--- config.mk ---
export PLATFORM = sky130hd
export DESIGN_NAME = i2c_master_byte
export DESIGN_NICKNAME = d
export VERILOG_FILES = /design/src/rtl/i2c_master_byte.sv
export SDC_FILE = /design/constraint.sdc
export NUM_CORES = 1
export LEC_CHECK = 0
export ABC_AREA = 1
export BUFFER_PORTS_ARGS = -buffer_cell sky130_fd_sc_hd__buf_2
export CAP_MARGIN = 20
export CELL_PAD_IN_SITES_DETAIL_PLACEMENT = 1
export CELL_PAD_IN_SITES_GLOBAL_PLACEMENT = 1
export CORE_MARGIN = 3
export CORE_UTILIZATION = 39
export CTS_CLUSTER_SIZE = 10
export DETAILED_ROUTE_END_ITERATION = 7
export GPL_TIMING_DRIVEN = 1
export PLACE_DENSITY_LB_ADDON = 0.1
export REMOVE_ABC_BUFFERS = 1
export SLEW_MARGIN = 20
export SYNTH_ARGS = -nofsm -noshare
export SYNTH_HDL_FRONTEND = slang
export SYNTH_SLANG_ARGS = --single-unit
--- constraint.sdc ---
create_clock -name aclk -period 2.3 [get_ports aclk]
set_clock_uncertainty 0.2 [all_clocks]
set_input_delay 0.69 -clock aclk [delete_from_list [all_inputs] [get_ports aclk]]
set_output_delay 0.69 -clock aclk [all_outputs]
set_load 0.01 [all_outputs]
--- src/rtl/i2c_master_byte.sv ---
// Bit-level I2C master: one feed runs START, address byte, one data byte (write or read), STOP.
// SCL advances in quarter-periods of CLK_DIV clocks; the quarter timer holds while a slave stretches SCL.
module i2c_master_byte #(
  parameter int CLK_DIV = 250
) (
  input  logic       aclk,
  input  logic       aresetn,
  input  logic       feed,
  input  logic [7:0] addr,
  input  logic [7:0] tx_data,
  output logic [7:0] rx_data,
  output logic       rx_ack,
  output logic       tx_ack,
  output logic       busy,
  output logic       idle,
  output logic       done,
  input  logic       scl_i,
  input  logic       sda_i,
  output logic       scl_oe,
  output logic       sda_oe
);
  localparam int CW = $clog2(CLK_DIV);

  typedef enum logic [2:0] {IDLE, START, ADDR, ADDR_ACK, DATA, DATA_ACK, STOP} state_t;

  state_t          state_q, state_d;
  logic [1:0]      qtr_q, qtr_d;
  logic [2:0]      bit_q, bit_d;
  logic [CW-1:0]   cnt_q, cnt_d;
  logic [7:0]      addr_q, addr_d, tx_q, tx_d, shift_q, shift_d, rx_data_q, rx_data_d;
  logic            rx_ack_q, rx_ack_d, tx_ack_q, tx_ack_d;
  logic            busy_q, busy_d, done_q, done_d;
  logic            scl_oe_q, scl_oe_d, sda_oe_q, sda_oe_d;
  logic            stretch, tick, bit_val;

  always_comb begin
    stretch   = ~scl_oe_q & ~scl_i;
    tick      = busy_q & ~stretch & (cnt_q == CW'(CLK_DIV - 1));
    state_d   = state_q;
    qtr_d     = qtr_q;
    bit_d     = bit_q;
    addr_d    = addr_q;
    tx_d      = tx_q;
    shift_d   = shift_q;
    rx_data_d = rx_data_q;
    rx_ack_d  = rx_ack_q;
    tx_ack_d  = tx_ack_q;
    busy_d    = busy_q;
    done_d    = 1'b0;
    cnt_d     = cnt_q;
    if (!busy_q)
      cnt_d = '0;
    else if (!stretch)
      cnt_d = tick ? '0 : cnt_q + CW'(1);

    if (feed && !busy_q) begin
      addr_d    = addr;
      tx_d      = tx_data;
      shift_d   = 8'd0;
      rx_data_d = 8'd0;
      rx_ack_d  = 1'b0;
      tx_ack_d  = 1'b0;
      busy_d    = 1'b1;
      state_d   = START;
      qtr_d     = 2'd0;
      bit_d     = 3'd7;
      cnt_d     = '0;
    end else if (tick) begin
      qtr_d = qtr_q + 2'd1;
      case (state_q)
        START: if (qtr_q == 2'd1) begin
          state_d = ADDR;
          qtr_d   = 2'd0;
          bit_d   = 3'd7;
        end
        ADDR, DATA: begin
          if (qtr_q == 2'd2 && state_q == DATA && addr_q[0])
            shift_d = {shift_q[6:0], sda_i};
          if (qtr_q == 2'd3) begin
            bit_d = bit_q - 3'd1;
            if (bit_q == 3'd0) begin
              state_d = (state_q == ADDR) ? ADDR_ACK : DATA_ACK;
              // Read byte becomes visible only once all eight bits are in.
              if (state_q == DATA && addr_q[0])
                rx_data_d = shift_q;
            end
          end
        end
        ADDR_ACK: begin
          if (qtr_q == 2'd2)
            rx_ack_d = ~sda_i;
          if (qtr_q == 2'd3) begin
            state_d = rx_ack_q ? DATA : STOP;
            bit_d   = 3'd7;
          end
        end
        DATA_ACK: begin
          if (qtr_q == 2'd2 && !addr_q[0])
            tx_ack_d = ~sda_i;
          if (qtr_q == 2'd3)
            state_d = STOP;
        end
        STOP: if (qtr_q == 2'd2) begin
          state_d = IDLE;
          qtr_d   = 2'd0;
          busy_d  = 1'b0;
          done_d  = 1'b1;
        end
        default: ;
      endcase
    end

    // Pad drive is derived from the quarter being entered so it is registered with the state.
    bit_val = 1'b1;
    if (state_d == ADDR)
      bit_val = addr_d[bit_d];
    else if (state_d == DATA && !addr_d[0])
      bit_val = tx_d[bit_d];
    scl_oe_d = 1'b0;
    sda_oe_d = 1'b0;
    case (state_d)
      START: begin
        sda_oe_d = 1'b1;
        scl_oe_d = (qtr_d == 2'd1);
      end
      ADDR, ADDR_ACK, DATA, DATA_ACK: begin
        scl_oe_d = ~qtr_d[1];
        sda_oe_d = ~bit_val;
      end
      STOP: begin
        scl_oe_d = (qtr_d == 2'd0);
        sda_oe_d = (qtr_d != 2'd2);
      end
      default: ;
    endcase
  end

  always_ff @(posedge aclk or negedge aresetn) begin
    if (!aresetn) begin
      state_q   <= IDLE;
      qtr_q     <= 2'd0;
      bit_q     <= 3'd0;
      cnt_q     <= '0;
      addr_q    <= 8'd0;
      tx_q      <= 8'd0;
      shift_q   <= 8'd0;
      rx_data_q <= 8'd0;
      rx_ack_q  <= 1'b0;
      tx_ack_q  <= 1'b0;
      busy_q    <= 1'b0;
      done_q    <= 1'b0;
      scl_oe_q  <= 1'b0;
      sda_oe_q  <= 1'b0;
    end else begin
      state_q   <= state_d;
      qtr_q     <= qtr_d;
      bit_q     <= bit_d;
      cnt_q     <= cnt_d;
      addr_q    <= addr_d;
      tx_q      <= tx_d;
      shift_q   <= shift_d;
      rx_data_q <= rx_data_d;
      rx_ack_q  <= rx_ack_d;
      tx_ack_q  <= tx_ack_d;
      busy_q    <= busy_d;
      done_q    <= done_d;
      scl_oe_q  <= scl_oe_d;
      sda_oe_q  <= sda_oe_d;
    end
  end

  assign rx_data = rx_data_q;
  assign rx_ack  = rx_ack_q;
  assign tx_ack  = tx_ack_q;
  assign busy    = busy_q;
  assign done    = done_q;
  assign scl_oe  = scl_oe_q;
  assign sda_oe  = sda_oe_q;
  assign idle    = ~busy_q & scl_i & sda_i;

endmodule

==> results.toml <==
[placement]
io_buffers = 35
dp_hpwl_microns = 6595
gp_congestion = 0.8925
place_inst = 551

[clock_network]
htreeDepth = 2
cts_sinks = 54
cts_made_buffers = 5
cts_tree = "built"
clk_pin_slew_worst_paths_ns = 0.11
clk_latency_ns = 0.32
cts_root_buffer = "clkbuf_8"
hold_buffers = 0
clockBufferDepth = 2

[power_and_ir_drop]
p_leak_nw = 1.943
power_mw = 2.632
clkPwrFrac_pct = 22.0
power_frac_comb_pct = 30.9
p_switching_uw = 939.7
vdd_ir_drop_max_uv = 308.1
sequentialPowerShare_pct = 47.1
switching_share_pct = 35.70
power.density_nw_per_um2 = 679.6
p_int_mw = 1.692

[global_routing]
grt_max_degree = 30
grt_pass1_vias = 3010
grt.overflow.total = 0
grt_use_total_pct = 20.13
grt_first_pass_wirelength_microns = 14390
antenna_found_initial = 0

[floorplan]
die_h_microns = 95.56
ioPinCount = 36
num_rows = 32
core_area_sq_um = 7767
die-area_sq_um = 9131
initial_core_util_pct = 40.27
die_w_microns = 95.56

[final_layout]
final_core_util_pct = 49.86
num_antenna_cells = 0
fin_cells = 561
synthToLayoutAreaGrowth_pct = 23.80
regArea_sq_um = 1356
fillerInstances = 971
nets = 489
layout-drive-gt1-share_pct = 29.63
multi_input_comb_area_sq_um = 1623

[worst_setup_path]
critical_path_arrival_ns = 2.16
worstSetupStartpointType = "register"
crit_slowest_cell = "dfrtp_2"
cp.required_ns = 2.31
criticalPathCategory = "register to register"
max_stage_delay_ns = 0.47
worstPathCellList = "ha_4 -> inv_2 -> ha_1 -> nor3_2 -> nor2_1 -> nand2_1 -> nand2_4 -> buf_4 -> nand4_1 -> nand3_1 -> nand3_1 -> nand3_1 -> nand3_1"
crit_path_end_kind = "register"
cpMostUsedCell = "nand3_1"
crit_path_max_fanout = 7
path_buf_inv = 2
cp_top_family = "simple AND/OR/NAND/NOR gates"

[sta]
fmax_mhz = 464.7
slew_headroom_pct = 73.24
tightest_slew_ns = 0.3983
finalSetupViolations = 0
post-route-min-period_ns = 2.152
final.setup.tns_ns = 0
final-max-slew-violation-count = 0
hold_viol = 0
post-route-period-util_pct = 93.57
whs_ns = 0.07996

[route]
wl_per_cell_microns = 15.12
antenna_left = 0
drc = 0
routed_wirelength_microns = 8482
first_iter_violations = 93
avgViaCountPerCell = 5.068
vias = 2843
firstDrtPassIters = 4

[logic_synthesis]
ys_seq_area_share_pct = 43.20
synth.distinct_cells = 36
synth-seq-cells = 54
synth.avg_cell_area_sq_um = 7.919
netlist_instances = 395
synth_warnings = 0
synth_area_sq_um = 3128

[status]
status = "completed"

[job]
cap_violations = 0

[hold_path]
hold_class = "input port to asynchronous set/reset pin"
[layer usage]
metal / wire [microns] / part of all wire, % / vias to the layer above / track usage [%]
li1: - / - / 1421 / -
met1: 3865 / 46 / 1380 / 25.58
met2: 4302 / 51 / 32 / 35.90
met3: 215 / 2.5 / 10 / 3.078
met4: 99 / 1.2 / 0 / 4.384
met5: 0 / 0 / - / 0
[worst register-to-register path, cell delays in order, from the launching register on]
cell     delay, ns
dfrtp_2       0.47
ha_4          0.19
inv_2         0.09
ha_1          0.18
nor3_2        0.05
nor2_1        0.10
nand2_1       0.10
nand2_4       0.13
buf_4         0.14
nand4_1       0.07
nand3_1       0.10
nand3_1       0.08
nand3_1       0.09
nand3_1       0.07
[area by class of cell]
class | count | area share (%)
Clock inverter | 3 | 0.7431
Clock buffer | 5 | 1.777
Tap cell | 102 | 3.296
Timing Repair Buffer | 65 | 11.73
Inverter | 57 | 5.525
Multi-Input combinational cell | 275 | 41.91
Sequential cell | 54 | 35.02
[power by group through the flow]
stage          Sequential (mW)  Clock, mW  Combinational (mW)
3_3_place_gp              1.25          0               0.769
5_1_grt                   1.27      0.643               0.934
3_5_place_dp              1.26          0               0.791
6_report                  1.24      0.579               0.813
2_1_floorplan             1.25          0               0.497
4_1_cts                   1.24      0.607               0.799
[stage by stage]
stage / instance area (sq um) / worst slack [ns]
finish: 3872 / 0.1479
global route: 3872 / -0.007288
CTS: 3751 / 0.02131
detailed placement: 3654 / -0.07049
global placement: 3654 / -0.03739
floorplan: 3083 / -0.6668
[cells in the mapped netlist, drive strengths merged]
cell type  count  area share, %
mux2i          1           0.32
nand3         34            6.6
inv           57            6.8
clkbuf         3           0.36
nand2         98             12
o22ai          6            1.2
a31oi         10            2.0
nor3b          1           0.24
a21oi          8            1.5
o31ai          9            2.2
nor3           3           0.48
nand3b         1           0.24
xor2           5            1.4
buf            7            1.1
o21bai         3           0.72
or2            8            1.6
nand4         11            2.2
ha            10            4.0
o41ai          2            1.2
o21ai         24            4.3
xnor2          1           0.28
dfrtp         54             43
nor2          39            5.6
[layout by cell type (no fill, tap or decap), types with 5 or more instances in the layout]
cell type	n
o31ai_1	9
nor2_4	5
inv_1	44
ha_1	7
inv_2	13
xor2_1	5
nor2_2	7
clkbuf_8	5
nand3_1	29
o22ai_1	6
dfrtp_1	50
o21ai_1	6
a31oi_1	10
buf_4	25
a21oi_1	6
nand2_1	88
or2_2	8
o21ai_0	16
nand4_1	11
buf_2	35
nand2_2	7
nor2_1	27
[cell families (layout without fill, tap and decap cells)]
kind of cell | count (synthesis) | count (layout) | share of synthesized area [%]
mux | 1 | 1 | 0.3200
simple gates | 195 | 196 | 29.44
xor+xnor | 6 | 6 | 1.680
compound gates | 62 | 62 | 13.08
buf+inv | 67 | 130 | 8.280
flops | 54 | 54 | 43.20
fa+ha+maj | 10 | 10 | 4.000
[registers in the layout (all words and copies together), names as in the netlist]
| name | flops |
|---|---|
| addr_q | 8 |
| bit_q | 3 |
| busy | 1 |
| cnt_q | 8 |
| done | 1 |
| qtr_q | 2 |
| rx_ack | 1 |
| rx_data | 8 |
| scl_oe | 1 |
| sda_oe | 1 |
| shift_q | 8 |
| state_q | 3 |
| tx_ack | 1 |
| tx_q | 8 |
[path summary, 6_finish.rpt]
kind	cells after the start	slack [ns]	from	end
hold reg to reg	2	0.29	addr_q[6]	addr_q[6]
setup / recovery	13	0.15	qtr_q[0]	sda_oe
max in group asynchronous	2	1.30	aresetn	state_q[0]
setup reg to reg	13	0.15	qtr_q[0]	sda_oe
hold / removal	1	0.08	aresetn	cnt_q[4]
min in group aclk	2	0.29	addr_q[6]	addr_q[6]
[timing repair]
action,in CTS,in global routing
setup buffers,0,1
endpoints found under the setup margin,0,12
gates resized for setup,0,33
endpoints found under the hold margin,0,0
(Power assumes the default switching activity.)
